==> src/rtl/hdmi_timing_ctrl.sv <==
// Video timing scheduler: horizontal/vertical segment FSMs producing sync, DE, coordinates and strobes.
// Define HDMI_TIMING_STATUS_EN to add the frame_cnt and vblank status outputs.
module hdmi_timing_ctrl #(
    parameter int CW       = 12,
    parameter int H_ACTIVE = 640,
    parameter int H_FP     = 16,
    parameter int H_SYNC   = 96,
    parameter int H_BP     = 48,
    parameter int V_ACTIVE = 480,
    parameter int V_FP     = 10,
    parameter int V_SYNC   = 2,
    parameter int V_BP     = 33,
    parameter bit H_POL    = 1'b0,
    parameter bit V_POL    = 1'b0
) (
    input  logic          clock50,
    input  logic          reset_n,
    input  logic          pix_en,
    output logic          hsync,
    output logic          vsync,
    output logic          de,
    output logic [CW-1:0] x,
    output logic [CW-1:0] y,
    output logic          line_start,
    output logic          frame_start
`ifdef HDMI_TIMING_STATUS_EN
    ,
    output logic [7:0]    frame_cnt,
    output logic          vblank
`endif
);

    typedef enum logic [1:0] {
        ST_ACTIVE = 2'd0,
        ST_FP     = 2'd1,
        ST_SYNC   = 2'd2,
        ST_BP     = 2'd3
    } seg_t;

    localparam longint SEG_MAX = longint'(1) << CW;

    if (H_ACTIVE < 1 || H_FP < 1 || H_SYNC < 1 || H_BP < 1 ||
        V_ACTIVE < 1 || V_FP < 1 || V_SYNC < 1 || V_BP < 1 ||
        H_ACTIVE > SEG_MAX || H_FP > SEG_MAX || H_SYNC > SEG_MAX || H_BP > SEG_MAX ||
        V_ACTIVE > SEG_MAX || V_FP > SEG_MAX || V_SYNC > SEG_MAX || V_BP > SEG_MAX) begin : g_bad_len
        $error("hdmi_timing_ctrl: every segment length must be in 1..2**CW");
    end

    localparam logic [CW-1:0] H_ACT_LAST  = CW'(H_ACTIVE - 1);
    localparam logic [CW-1:0] H_FP_LAST   = CW'(H_FP - 1);
    localparam logic [CW-1:0] H_SYNC_LAST = CW'(H_SYNC - 1);
    localparam logic [CW-1:0] H_BP_LAST   = CW'(H_BP - 1);
    localparam logic [CW-1:0] V_ACT_LAST  = CW'(V_ACTIVE - 1);
    localparam logic [CW-1:0] V_FP_LAST   = CW'(V_FP - 1);
    localparam logic [CW-1:0] V_SYNC_LAST = CW'(V_SYNC - 1);
    localparam logic [CW-1:0] V_BP_LAST   = CW'(V_BP - 1);

    function automatic seg_t seg_next(input seg_t s);
        case (s)
            ST_ACTIVE: seg_next = ST_FP;
            ST_FP:     seg_next = ST_SYNC;
            ST_SYNC:   seg_next = ST_BP;
            default:   seg_next = ST_ACTIVE;
        endcase
    endfunction

    function automatic logic [CW-1:0] h_last(input seg_t s);
        case (s)
            ST_ACTIVE: h_last = H_ACT_LAST;
            ST_FP:     h_last = H_FP_LAST;
            ST_SYNC:   h_last = H_SYNC_LAST;
            default:   h_last = H_BP_LAST;
        endcase
    endfunction

    function automatic logic [CW-1:0] v_last(input seg_t s);
        case (s)
            ST_ACTIVE: v_last = V_ACT_LAST;
            ST_FP:     v_last = V_FP_LAST;
            ST_SYNC:   v_last = V_SYNC_LAST;
            default:   v_last = V_BP_LAST;
        endcase
    endfunction

    seg_t          h_state, h_state_nxt, v_state, v_state_nxt;
    logic [CW-1:0] h_cnt, h_cnt_nxt, v_cnt, v_cnt_nxt;
    logic          line_end;

    // Vertical axis advances only on the last back-porch pixel of a line.
    assign line_end = pix_en && (h_state == ST_BP) && (h_cnt == H_BP_LAST);

    always_comb begin
        h_state_nxt = h_state;
        h_cnt_nxt   = h_cnt;
        v_state_nxt = v_state;
        v_cnt_nxt   = v_cnt;
        if (pix_en) begin
            if (h_cnt == h_last(h_state)) begin
                h_state_nxt = seg_next(h_state);
                h_cnt_nxt   = '0;
            end else begin
                h_cnt_nxt = h_cnt + 1'b1;
            end
        end
        if (line_end) begin
            if (v_cnt == v_last(v_state)) begin
                v_state_nxt = seg_next(v_state);
                v_cnt_nxt   = '0;
            end else begin
                v_cnt_nxt = v_cnt + 1'b1;
            end
        end
    end

    always_ff @(posedge clock50 or negedge reset_n) begin
        if (!reset_n) begin
            h_state <= ST_ACTIVE;
            v_state <= ST_ACTIVE;
            h_cnt   <= '0;
            v_cnt   <= '0;
        end else begin
            h_state <= h_state_nxt;
            v_state <= v_state_nxt;
            h_cnt   <= h_cnt_nxt;
            v_cnt   <= v_cnt_nxt;
        end
    end

    // Registered-state decode; only the strobes look at pix_en directly.
    assign hsync       = (h_state == ST_SYNC) ? H_POL : ~H_POL;
    assign vsync       = (v_state == ST_SYNC) ? V_POL : ~V_POL;
    assign de          = (h_state == ST_ACTIVE) && (v_state == ST_ACTIVE);
    assign x           = (h_state == ST_ACTIVE) ? h_cnt : '0;
    assign y           = (v_state == ST_ACTIVE) ? v_cnt : '0;
    assign line_start  = pix_en && de && (h_cnt == '0);
    assign frame_start = line_start && (v_cnt == '0);

`ifdef HDMI_TIMING_STATUS_EN
    logic frame_wrap;
    assign frame_wrap = line_end && (v_state == ST_BP) && (v_cnt == V_BP_LAST);
    assign vblank     = (v_state != ST_ACTIVE);

    always_ff @(posedge clock50 or negedge reset_n) begin
        if (!reset_n) begin
            frame_cnt <= 8'd0;
        end else if (frame_wrap) begin
            frame_cnt <= frame_cnt + 8'd1;
        end
    end
`endif

endmodule

==> config.mk <==
export PLATFORM = sky130hd
export DESIGN_NAME = hdmi_timing_ctrl
export DESIGN_NICKNAME = d
export VERILOG_FILES = /design/src/rtl/hdmi_timing_ctrl.sv
export SDC_FILE = /design/constraint.sdc
export NUM_CORES = 1
export LEC_CHECK = 0
export BUFFER_PORTS_ARGS = -buffer_cell sky130_fd_sc_hd__buf_2
export CORE_AREA = 2 2 78 80
export CTS_CLUSTER_DIAMETER = 40
export DETAILED_ROUTE_END_ITERATION = 8
export DIE_AREA = 0 0 80 82
export GPL_TIMING_DRIVEN = 1
export PLACE_DENSITY = 0.56
export SYNTH_ARGS = -nofsm -noshare
export SYNTH_HDL_FRONTEND = slang
export SYNTH_SLANG_ARGS = --single-unit
==> constraint.sdc <==
create_clock -name clock50 -period 2.6 [get_ports clock50]
set_clock_uncertainty 0.1 [all_clocks]
set_input_delay 0.78 -clock clock50 [delete_from_list [all_inputs] [get_ports clock50]]
set_output_delay 0.78 -clock clock50 [all_outputs]
set_load 0.05 [all_outputs]
Word level (Yosys, flattened, before mapping)
Cells that the tools add are included.

Register bits after elaboration: 28. Logic and storage cells: 38. Output and inout port bits: 29.

$add $sub $neg: 2. Equality and inequality tests: 8. Mux-type cells: 12. Reduce and logical (&&, ||, !) cells: 12.

Operator list (number): two-way mux 12 bit (6); one-hot mux 10 bit (3 select lines) (1); one-hot mux 9 bit (3 select lines) (1); adder 12 x 1 -> 12 bit, second input constant (2); equality test 12 bit (2); zero test 12 bit (2); equality test 12 x 6 -> 1 bit, second input constant (1); one-hot mux 2 bit (3 select lines) (2); equality test 2 bit, second input constant (3); logical AND 1 bit (6); equality test 2 x 1 -> 1 bit, second input constant (2); zero test 2 bit (2); AND reduction 2 bit (2); two-way mux 1 bit (2).

Longest topological paths before layout
Gate-level depths: netlist of the first run.

Depth in word-level cells: 6. Gate-level depth with buffers: 8.

Worst setup path after synthesis of the first run
Ideal clock, no wire load.

Path type: register to output. From: register v_state[0]. To: output frame_start. Slack: -884 ps. Cell stages (with the launch flop): 7. Required time: 1720 ps. Arrival time: 2604 ps. Path buffers: 0. Cell sequence: dfrtp_1 inv_1 ha_1 and2_1 and4_1 and3_1 and4_1.

Cells in the longest elaborated chain, start to end: 5.

Ends and longest elaborated chain: from (decl) (RTL line 85) `seg_t h_state, h_state_nxt, v_state, v_state_nxt;`; from (signal assigned) (RTL line 123) `v_state <= v_state_nxt;`; zero test 2 bit (RTL line 132) `assign de = (h_state == ST_ACTIVE) && (v_state == ST_ACTIVE);`; logical AND 1 bit (RTL line 132); named net de (RTL line 21) `output logic de,`; logical AND 1 bit (2 in a row) (RTL line 135) `assign line_start = pix_en && de && (h_cnt == '0);`; named net line_start (RTL line 24) `output logic line_start,`; logical AND 1 bit (RTL line 136) `assign frame_start = line_start && (v_cnt == '0);`; to (decl) (RTL line 25) `output logic frame_start`.

The timed path passes the listed nets, and every way through them passes these cells.

Worst setup path in the final report of the first run
From: register v_state[1]. To: output frame_start.

Cells in the longest elaborated chain, start to end: 5.

Ends and longest elaborated chain (RTL line): zero test 2 bit (132); logical AND 1 bit (132); logical AND 1 bit (2 in a row) (135); logical AND 1 bit (136).

Every way passes these cells.

==> key figures, run 1 <==
Setup path
  – RR Endpoint: v_state[1]
  – Reg2Reg Launch Point: v_state[1]
  – R2R Setup Slk: 170 ps
  – Reg2reg path depth: 8
  – Slowest stage cell, crit path: dfrtp_1
  – Setup CP Type: reg -> out
  – Critical path required time: 1720 ps
  – Setup crit end kind: output port
  – Worst path bufs/invs: 2
  – Critical path cell sequence: inv_2, ha_4, and2_4, and4_1, and3_4, and4_4, buf_8
  – Critical path's largest stage delay: around 400 ps
  – Crit path DAT: 1800 ps
  – Critical Path Fanout Max: 2
  – CP top delay family: simple AND/OR/NAND/NOR gates
  – Nature of the critical path startpoint: register

Finish
  – FF+latch area: 700.7 um2
  – Ant. Diodes: 0
  – Fill count: between 500 and 600
  – Design area: 2484 um2
  – Area Overhead vs Synth: 28.23%
  – Util after Layout: a little over two fifths
  – Multi-input gate area: 1175 um2
  – Layout cells sized above 1: 31.48%
  – Final net count: 293
  – Final Non-Filler Cells: 345

Pwr
  – Clock network fraction of total power: ~25%
  – Cell Pwr Density: 407.0 nW/um2
  – Gate power share: about 25%
  – Worst vdd ir: between 0.0002 and 0.00025 V
  – Cell Int Power: 696.4 uW
  – Sw Ratio: a little under a third
  – Seq pwr share: between 50% and 60%
  – Leak Pwr: ~1.2 nW
  – Psw: 314.5 uW

GRT
  – Initial antenna violation count: 0
  – Most crowded layer after global routing: met2
  – Largest net degree at the start of global routing: 29
  – Grt met1 use: 18.90%
  – Gr usage total: 16.01%
  – GR Util met3: 3.187%
  – Global-route wire length before repair: 8.266 mm
  – Grt total ovfl: 0
  – Met2 track demand over resource: between 30% and 40%
  – Vias in the first global route: around 1.7k

Min path
  – Hold path start: v_cnt[11]
  – Hold Path Class: reg -> reg
  – Hold path depth: 1
  – WHS Endpoint: v_cnt[11]

Placement
  – I/O Buffers: 31
  – Placer Congestion: 0.7917
  – Placed inst area: 2327 um2
  – # placed instances: 330
  – Hpwl dp: 3.658 mm

Floorplanning
  – Core area: 5746 um2
  – Die X-Extent: roughly 80 um
  – IO Count: 32
  – Site Rows: 28
  – Die Footprint: 6560 um2
  – Die height: 82 um
  – Starting Density: 33.71%

Timing
  – Fin worst setup slack: -83.27 ps
  – Fin crit share: 103.2%
  – TNS Setup: -83.27 ps
  – Slew Limit Headroom: between 50% and 60%
  – Post-layout min period: 2683 ps
  – RSZ-0062 raised after global routing: true
  – Slew Limit Fails: 0
  – Final hold viol count: 0
  – Final setup viols: 1
  – Final hold slack: 411.5 ps
  – Max Clock Freq: 0.3727 GHz
  – Worst Tran Pin Value: 711.0 ps

Run
  – Max-capacitance violation count: 0

Synth
  – Yosys warns: 0
  – Count of different cell masters after synthesis: 41
  – EDFF count, synth: 0
  – Seq cells post-synth: 28
  – Synth Cell Area: 1937 um2
  – Main synth FF type: dfrtp_1
  – Avg Cell Area, Syn: 9.093 um2
  – Sequential share of the synthesized area: between 30 and 40%
  – Post-synth ARST share: 100.0%
  – Cells after Synth: 213
  – Syn Nets: 234

Clock network
  – TritonCTS buffer count: 3
  – Hold Buf Count CTS: 0
  – CTS Buffer Depth: 2
  – CTS clk-pin slew, worst paths: 100 ps
  – Root Driver: clkbuf_8
  – Sink Count: 28
  – CTS tree: yes
  – Htree depth: 1
  – Clock Latency Late Sink: 280 ps

Detailed routing
  – Vias/cell: 5.043
  – Drt drc: 0
  – Wire per inst: 14.08 um
  – First drt pass iteration count: 4
  – Post-route ant nets: 0
  – Total number of vias: approximately 1.7k
  – Initial DRC count: 52
  – Total Routed Length: 4.858 mm

Outcome
  – Violated checks: setup timing
  – Status: finished, violations left
==> power by group through the flow <==
stage / clock network [mW] / logic (mW) / registers (mW)
after floorplan: 0 / 0.157 / 0.510
final: 0.247 / 0.255 / 0.509
after global routing: 0.267 / 0.281 / 0.514
after global placement: 0 / 0.254 / 0.512
after CTS: 0.257 / 0.257 / 0.508
after detailed placement: 0 / 0.254 / 0.513
==> routing by layer <==
layer	share of wire, %	routed length [um]
met5	0	0
met1	44	2148
met2	52	2512
met3	3.5	172
met4	0.49	24
==> cell type report <==
class / count / area share (%)
clock buffer: 3 / 1.662
inverter: 16 / 2.418
tap: 75 / 3.778
sequential: 28 / 28.21
multi-input combinational: 159 / 47.30
timing repair buffer: 64 / 16.62
==> cells in the mapped netlist, types with 4 or more instances <==
master	n	share of area, %
nand4_1	4	1.3
a31oi_1	4	1.3
inv_1	16	3.1
and3_1	5	1.6
nor3_1	5	1.3
xnor2_1	6	2.7
ha_1	18	12
nor2_1	10	1.9
dfrtp_1	28	36
nand3_1	11	2.8
clkbuf_1	7	1.4
and2_1	19	6.1
nand2_1	17	3.3
o21ai_0	8	2.1
==> through the flow <==
step | setup slack (ps) | power (mW)
3_3_place_gp | -3.289 | 0.7662
5_1_grt | -164.0 | 1.063
2_1_floorplan | -17.60 | 0.6667
3_5_place_dp | -18.03 | 0.7676
6_report | -83.27 | 1.011
4_1_cts | -94.07 | 1.021
==> worst max-delay path by stage <==
stage / slack, ps / from / cells after the start / endpoint
after detailed placement: -20 / pix_en / 5 / frame_start
after global placement: -3 / pix_en / 5 / frame_start
final: -80 / v_state[1] / 7 / frame_start
after floorplan: -20 / v_state[1] / 6 / frame_start
after global routing: -160 / v_state[1] / 7 / frame_start
after CTS: -90 / v_state[0] / 7 / frame_start
==> kinds of logic after synthesis <==
logic type,Yosys count,share of synthesized area [%]
flip-flops,28,36.18
multiplexers,5,2.907
AO/OA/AOI/OAI,33,11.69
AND/OR/NAND/NOR,94,28.29
buffers and inverters,26,5.233
adder cells (fa/ha/maj),18,11.63
XOR/XNOR,9,4.070
==> repair_timing <==
| action | CTS | global route |
|---|---|---|
| resized for setup | 7 | 1 |
| gates cloned | 0 | 0 |
| setup endpoints to repair | 2 | 3 |
| buffers inserted | 7 | 5 |
| pin swaps | 4 | 4 |
==> flip-flops by register name (all words and copies together) (netlist names) <==
name     flops
v_state      2
h_cnt       12
v_cnt       12
h_state      2
==> cell usage in the layout (no fill, tap or decap), types with 2 or more instances in the layout <==
cell,synthesis,final
a21oi_1,3,3
a22o_1,3,3
a31oi_1,4,4
a41oi_1,2,2
and2_1,19,18
and3_1,5,4
buf_2,3,30
buf_4,0,33
clkbuf_8,0,3
dfrtp_1,28,28
ha_1,18,16
ha_4,0,2
inv_1,16,10
inv_2,0,6
mux2i_1,3,3
nand2_1,17,17
nand2_2,2,2
nand2b_1,3,3
nand3_1,11,11
nand3b_1,3,3
nand4_1,4,4
nor2_1,10,10
nor2b_1,3,3
nor3_1,5,5
nor3b_1,3,2
nor4_1,3,3
nor4_4,2,2
nor4b_1,2,2
o21ai_0,8,8
o21bai_1,2,2
o22ai_1,3,3
xnor2_1,6,6
xor2_1,3,3
(Power assumes the default switching activity.)
==> run 2, diff against run 1 <==
==> config.mk (replaced) <==
export PLATFORM = sky130hd
export DESIGN_NAME = hdmi_timing_ctrl
export DESIGN_NICKNAME = d
export VERILOG_FILES = /design/src/rtl/hdmi_timing_ctrl.sv
export SDC_FILE = /design/constraint.sdc
export NUM_CORES = 1
export LEC_CHECK = 0
export ABC_AREA = 1
export BUFFER_PORTS_ARGS = -buffer_cell sky130_fd_sc_hd__buf_2
export CORE_AREA = 2 2 84 86
export CTS_CLUSTER_DIAMETER = 40
export DETAILED_ROUTE_END_ITERATION = 8
export DIE_AREA = 0 0 86 88
export GPL_TIMING_DRIVEN = 1
export PLACE_DENSITY = 0.55
export SYNTH_ARGS = -nofsm -noshare
export SYNTH_HDL_FRONTEND = slang
export SYNTH_SLANG_ARGS = --single-unit
==> constraint.sdc (replaced) <==
create_clock -name clock50 -period 2.8 [get_ports clock50]
set_clock_uncertainty 0.1 [all_clocks]
set_input_delay 0.84 -clock clock50 [delete_from_list [all_inputs] [get_ports clock50]]
set_output_delay 0.84 -clock clock50 [all_outputs]
set_load 0.05 [all_outputs]
==> key figures, run 2 <==
Timing
  – Slew Limit Headroom: 55.17% (was 52.23%)
  – Final hold viol count: 0 (unchanged)
  – Post-layout min period: 2660 ps
  – Max Clock Freq: ~0.38 GHz
  – RSZ-0062 raised after global routing: false (was true)
  – Fin crit share: 95.00%
  – TNS Setup: 0 ps (was -83.27 ps)
  – Final setup viols: 0 (was 1)
  – Slew Limit Fails: 0 (unchanged)
  – Final hold slack: 448.8 ps (was 411.5 ps)
  – Worst Tran Pin Value: 672.5 ps (was 711.0 ps)

Setup path
  – Crit path DAT: 1720 ps (was 1800 ps)
  – Nature of the critical path startpoint: primary input (was register)
  – Setup crit end kind: output port (unchanged)
  – Critical Path Fanout Max: 2 (unchanged)
  – Setup CP Type: in -> out (was reg -> out)
  – R2R Setup Slk: 710 ps (was 170 ps)
  – Critical path required time: 1860 ps (was 1720 ps)

GRT
  – Grt total ovfl: 0 (unchanged)
  – Vias in the first global route: 2,033 (was 1,713)
  – Largest net degree at the start of global routing: 29 (unchanged)
  – Initial antenna violation count: 0 (unchanged)
  – Gr usage total: 15.90% (was 16.01%)
  – Global-route wire length before repair: 9.549 mm (was 8.266 mm)

Synth
  – Synth cell count leaders: nand2_1, inv_1, nor2_1, nand3_1, dfrtp_1 (was dfrtp_1, and2_1, ha_1, nand2_1, inv_1)
  – Synth area leaders: dfrtp_1, nand2_1, inv_1 (was dfrtp_1, ha_1, and2_1)
  – Post-synth ARST share: 100.0% (unchanged)
  – Yosys warns: 0 (unchanged)
  – Leading area contributor after synthesis: dfrtp_1 (unchanged)
  – Main synth FF type: dfrtp_1 (unchanged)
  – Sequential share of the synthesized area: 30.89% (was 36.18%)
  – Count of different cell masters after synthesis: 29 (was 41)
  – Syn Nets: 360 (was 234)
  – Synth Cell Area: 2268 um2 (was 1937 um2)
  – EDFF count, synth: 0 (unchanged)
  – Cells after Synth: 339 (was 213)
  – Avg Cell Area, Syn: 6.692 um2 (was 9.093 um2)
  – Seq cells post-synth: 28 (unchanged)
  – Most frequent cell after synthesis: nand2_1 (was dfrtp_1)
  – Area share of the largest cell type after synthesis: 30.89% (was 36.18%)

Clock network
  – CTS clk-pin slew, worst paths: 100 ps (about the same)
  – CTS tree: yes (unchanged)
  – Htree depth: 1 (unchanged)
  – TritonCTS buffer count: 3 (unchanged)
  – Root Driver: clkbuf_8 (unchanged)
  – Sink Count: 28 (unchanged)
  – CTS Buffer Depth: 2 (unchanged)
  – Clock Latency Late Sink: 280 ps (about the same)

Detailed routing
  – Total number of vias: 2,103 (was 1,740)
  – Total Routed Length: 5.533 mm (was 4.858 mm)
  – Wire per inst: 11.95 um (was 14.08 um)
  – Initial DRC count: 97 (was 52)
  – First drt pass iteration count: 4 (unchanged)
  – Drt drc: 0 (unchanged)
  – Vias/cell: 4.542 (was 5.043)
  – Post-route ant nets: 0 (unchanged)

Pwr
  – Worst vdd ir: 0.0003173 V (was 0.0002491 V)
  – Cell Pwr Density: 558.3 nW/um2 (was 407.0 nW/um2)
  – Leak Pwr: 1.589 nW (was 1.202 nW)

Floorplanning
  – Die height: 88 um (was 82 um)
  – Site Rows: 30 (was 28)
  – Die X-Extent: 86 um (was 80 um)
  – Starting Density: 34.14% (was 33.71%)
  – Core area: 6644 um2 (was 5746 um2)
  – Die Footprint: 7568 um2 (was 6560 um2)
  – IO Count: 32 (unchanged)

Outcome
  – Status: finished clean (was finished, violations left)

Finish
  – Commonest non-fill, non-tap cells in the layout: nand2_1, inv_1, nor2_1 (was buf_4, buf_2, dfrtp_1)
  – Layout cells sized above 1: 21.15% (was 31.48%)
  – Area Overhead vs Synth: 19.75% (was 28.23%)
  – Design area: 2716 um2 (was 2484 um2)
  – Leading cell type in the layout, fill and taps excluded: nand2_1 (was buf_4)
  – Final net count: 405 (was 293)
  – Top Registers: h_cnt (12), v_cnt (12) (unchanged)
  – Final Non-Filler Cells: 463 (was 345)
  – Ant. Diodes: 0 (unchanged)

Placement
  – Placed inst area: 2618 um2 (was 2327 um2)
  – # placed instances: 456 (was 330)
  – Placer Congestion: 0.8525 (was 0.7917)
  – I/O Buffers: 31 (unchanged)
  – Hpwl dp: 4.363 mm (was 3.658 mm)

Min path
  – Hold Path Class: reg -> reg (unchanged)

Run
  – Max-capacitance violation count: 0 (unchanged)
==> run 2: cell types whose count changed after synthesis, sizes merged, moves of 5 or more <==
cell / delta
nand2: +64
inv: +60
nor2: +40
nand3: +22
and2: -19
clkbuf: -6
nand4: +6
and3: -5
xor2: +5
==> run 2: per-layer routing <==
metal | up-vias | track usage [%] | wire [um]
li1 | 1128 | - | -
met1 | 944 | 22.93 | 2747
met2 | 29 | 25.30 | 2562
met3 | 2 | 1.885 | 181
met4 | 0 | 4.040 | 41
met5 | - | 0 | 0
==> run 2: power by group <==
part	internal, mW	total [mW]	switching (mW)
Combinational	0.220	0.741	0.522
Clock	0.126	0.261	0.135
Sequential	0.464	0.515	0.0508
Total	0.809	1.52	0.707
==> run 2: stage by stage <==
step | power, mW | utilization (%) | worst slack [ps]
2_1_floorplan | 1.062 | - | -28.98
3_3_place_gp | 1.258 | 39.40 | -76.89
3_5_place_dp | 1.262 | 39.40 | -63.96
4_1_cts | 1.534 | 40.36 | 5.530
5_1_grt | 1.619 | 40.89 | 20.94
6_report | 1.517 | 40.89 | 140.1
==> run 2: timing repair <==
action,4_1_cts,5_1_grt
setup buffers,0,3
hold buffers,0,0
endpoints found under the hold margin,0,0
pin swaps,0,1
resized for setup,4,5
setup endpoints to repair,2,2
==> run 2: worst max-delay path: stages <==
cell and delay (ps):
buf_2 90, inv_1 50, nor3_2 90, inv_1 70
nor2_2 110, nand2_2 80, buf_4 150, inv_1 50
buf_4 190
==> run 2: cells by family (layout without fill, tap and decap cells) <==
logic type      count (synthesis)  after routing  synth area share (%)
compound gates                 17             17                 3.971
xor+xnor                       10             10                 3.861
fa+ha+maj                      18             18                 9.928
buf+inv                        82            126                 14.23
flops                          28             28                 30.89
simple gates                  184            184                 37.12
==> run 2: worst paths after layout <==
| check | from | end | cells past startpoint |
|---|---|---|---|
| hold reg to reg | h_cnt[11] | h_cnt[11] | 2 |
| max in group asynchronous | reset_n | v_cnt[7] | 1 |
| setup reg to reg | v_state[1] | v_cnt[8] | 10 |
| min in group asynchronous | reset_n | h_cnt[2] | 1 |
| setup / recovery | pix_en | line_start | 9 |
| hold / removal | h_cnt[11] | h_cnt[11] | 2 |
==> run 2: area by class of cell <==
cell class / instances / area [um2]
Fill cell: 704 / 3928
Multi-Input combinational cell: 229 / 1292
Clock buffer: 4 / 55.05
Timing Repair Buffer: 46 / 276.5
Inverter: 76 / 291.5
Sequential cell: 28 / 700.7
Tap cell: 80 / 100.1
==> run 3, diff against run 2 <==
--- a/config.mk
+++ b/config.mk
@@ -6,13 +6,14 @@
 export NUM_CORES = 1
 export LEC_CHECK = 0
 export ABC_AREA = 1
-export BUFFER_PORTS_ARGS = -buffer_cell sky130_fd_sc_hd__buf_2
+export BUFFER_PORTS_ARGS = -buffer_cell sky130_fd_sc_hd__buf_4
 export CORE_AREA = 2 2 84 86
-export CTS_CLUSTER_DIAMETER = 40
+export CTS_CLUSTER_DIAMETER = 150
 export DETAILED_ROUTE_END_ITERATION = 8
 export DIE_AREA = 0 0 86 88
 export GPL_TIMING_DRIVEN = 1
 export PLACE_DENSITY = 0.55
+export REMOVE_ABC_BUFFERS = 1
 export SYNTH_ARGS = -nofsm -noshare
 export SYNTH_HDL_FRONTEND = slang
 export SYNTH_SLANG_ARGS = --single-unit
==> key figures, run 3 (synthesis gave the netlist of run 2 again) <==
Floorplanning
  – Site Rows: 30 (unchanged)
  – Die X-Extent: 86 um (unchanged)
  – Die height: 88 um (unchanged)
  – Core area: 6644 um2 (unchanged)
  – Die Footprint: 7568 um2 (unchanged)
  – IO Count: 32 (unchanged)
  – Starting Density: 34.14% (unchanged)

Finish
  – FF+latch area: 700.7 um2 (unchanged)
  – Leading cell type in the layout, fill and taps excluded: nand2_1 (unchanged)
  – Multi-input gate area: 1308 um2 (was 1292 um2)
  – Commonest non-fill, non-tap cells in the layout: nand2_1, inv_1, buf_4 (was nand2_1, inv_1, nor2_1)
  – Top Registers: h_cnt (12), v_cnt (12) (unchanged)
  – Layout cells sized above 1: 21.61% (was 21.15%)
  – Util after Layout: 42.41% (was 40.89%)
  – Area Overhead vs Synth: 24.21% (was 19.75%)
  – Fill count: 722 (was 704)
  – Final net count: 406 (was 405)
  – Final Non-Filler Cells: 464 (was 463)
  – Ant. Diodes: 0 (unchanged)

Timing
  – Final hold viol count: 0 (unchanged)
  – Post-layout min period: 2776 ps (was 2660 ps)
  – Worst Tran Pin Value: 382.6 ps (was 672.5 ps)
  – Max Clock Freq: 0.3603 GHz (was 0.3760 GHz)
  – Final setup viols: 0 (unchanged)
  – Final hold slack: 361.1 ps (was 448.8 ps)
  – Fin crit share: 99.14% (was 95.00%)
  – Slew Limit Fails: 0 (unchanged)
  – Slew Limit Headroom: 74.49% (was 55.17%)
  – RSZ-0062 raised after global routing: true (was false)

Placement
  – # placed instances: 454 (was 456)
  – Hpwl dp: 4.420 mm (was 4.363 mm)
  – Placer Congestion: 0.8657 (was 0.8525)
  – I/O Buffers: 31 (unchanged)

Clock network
  – CTS Buffer Depth: 2 (unchanged)
  – TritonCTS buffer count: 3 (unchanged)
  – Hold Buf Count CTS: 0 (unchanged)
  – Clock Latency Late Sink: 280 ps (about the same)
  – CTS clk-pin slew, worst paths: 110 ps (was 100 ps)
  – Sink Count: 28 (unchanged)
  – CTS tree: yes (unchanged)
  – Htree depth: 1 (unchanged)
  – Root Driver: clkbuf_8 (unchanged)

Detailed routing
  – Vias/cell: 4.599 (was 4.542)
  – Initial DRC count: 44 (was 97)
  – Post-route ant nets: 0 (unchanged)
  – Drt drc: 0 (unchanged)
  – Wire per inst: 12.39 um (was 11.95 um)
  – First drt pass iteration count: 4 (unchanged)
  – Total Routed Length: 5.748 mm (was 5.533 mm)
  – Total number of vias: 2,134 (was 2,103)

Pwr
  – Leak Pwr: 1.636 nW (was 1.589 nW)
  – Worst vdd ir: 0.0004182 V (was 0.0003173 V)
  – Final Power: 1.550 mW (was 1.517 mW)
  – Cell Pwr Density: 550.2 nW/um2 (was 558.3 nW/um2)

GRT
  – Initial antenna violation count: 0 (unchanged)
  – Global-route wire length before repair: 9.770 mm (was 9.549 mm)
  – Grt total ovfl: 0 (unchanged)
  – Gr usage total: 16.20% (was 15.90%)
  – Largest net degree at the start of global routing: 29 (unchanged)
  – Vias in the first global route: 2,087 (was 2,033)

Run
  – Max-capacitance violation count: 0 (unchanged)

Setup path
  – Nature of the critical path startpoint: primary input (unchanged)
  – R2R Setup Slk: 720 ps (was 710 ps)
  – Setup CP Type: in -> out (unchanged)
  – Critical Path Fanout Max: 2 (unchanged)
  – Critical path required time: 1860 ps (about the same)
  – Crit path DAT: 1840 ps (was 1720 ps)
  – Setup crit end kind: output port (unchanged)

Outcome
  – Status: finished clean (unchanged)

Min path
  – Hold Path Class: in -> async (was reg -> reg)
==> run 3: cell count changes in the layout (fill, tap and decap cells not counted) <==
cell | previous run | this run
buf_2 | 29 | 0
buf_4 | 16 | 45
buf_8 | 0 | 1
inv_2 | 7 | 8
inv_1 | 67 | 66
nor2_4 | 2 | 3
inv_4 | 1 | 2
nor2_2 | 6 | 5
ha_2 | 1 | 0
ha_4 | 1 | 2
clkinvlp_4 | 1 | 0
==> run 3: layout make-up <==
cell class	count	area share, %
Inverter	76	10.30
Sequential cell	28	24.87
Multi-Input combinational cell	229	46.40
Tap cell	80	3.552
Clock buffer	4	1.954
Timing Repair Buffer	47	12.92
==> run 3: repair_timing <==
action                                  4_1_cts  5_1_grt
gates cloned                                  0        0
gates resized for setup                       2       20
endpoints found under the setup margin        1        2
buffers inserted                              0        6
pin swaps                                     0        4
hold endpoints to repair                      0        0
==> run 3: power by group <==
| group | leakage [nW] | switching [mW] | internal, mW | total, mW |
|---|---|---|---|---|
| logic | 1.30 | 0.512 | 0.239 | 0.752 |
| clock network | 0.0288 | 0.141 | 0.126 | 0.268 |
| registers | 0.312 | 0.0671 | 0.464 | 0.531 |
| total | 1.64 | 0.721 | 0.829 | 1.55 |
==> run 3: worst paths after layout <==
check | startpoint | end | depth (start not counted)
max | pix_en | frame_start | 8
min in group clock50 | h_cnt[11] | h_cnt[11] | 2
max in group asynchronous | reset_n | h_state[1] | 1
max reg2reg | v_state[0] | v_state[0] | 10
min | reset_n | v_cnt[10] | 1
min reg2reg | h_cnt[11] | h_cnt[11] | 2
==> run 3: worst max-delay path, cell delays in order <==
cell and delay, ps:
buf_8 80, inv_4 30, nor3_2 180, inv_1 70, nor2_2 120, nand2_2 90
nor4_4 240, buf_6 190
==> run 3: per-layer routing <==
metal	vias to the layer above	GRT usage (%)	routed length, um
li1	1127	-	-
met1	960	20.15	2546
met2	43	29.39	2951
met3	4	2.451	212
met4	0	4.040	38
met5	-	0	0
==> run 3: through the flow <==
step	cell area (um2)	worst slack, ps	TNS, ps
5_1_grt	2818	-67.15	-67.15
6_report	2818	24.17	0
4_1_cts	2703	21.44	0
3_5_place_dp	2641	-7.991	-7.991
3_3_place_gp	2641	5.131	0
2_1_floorplan	2233	-1170	-1196
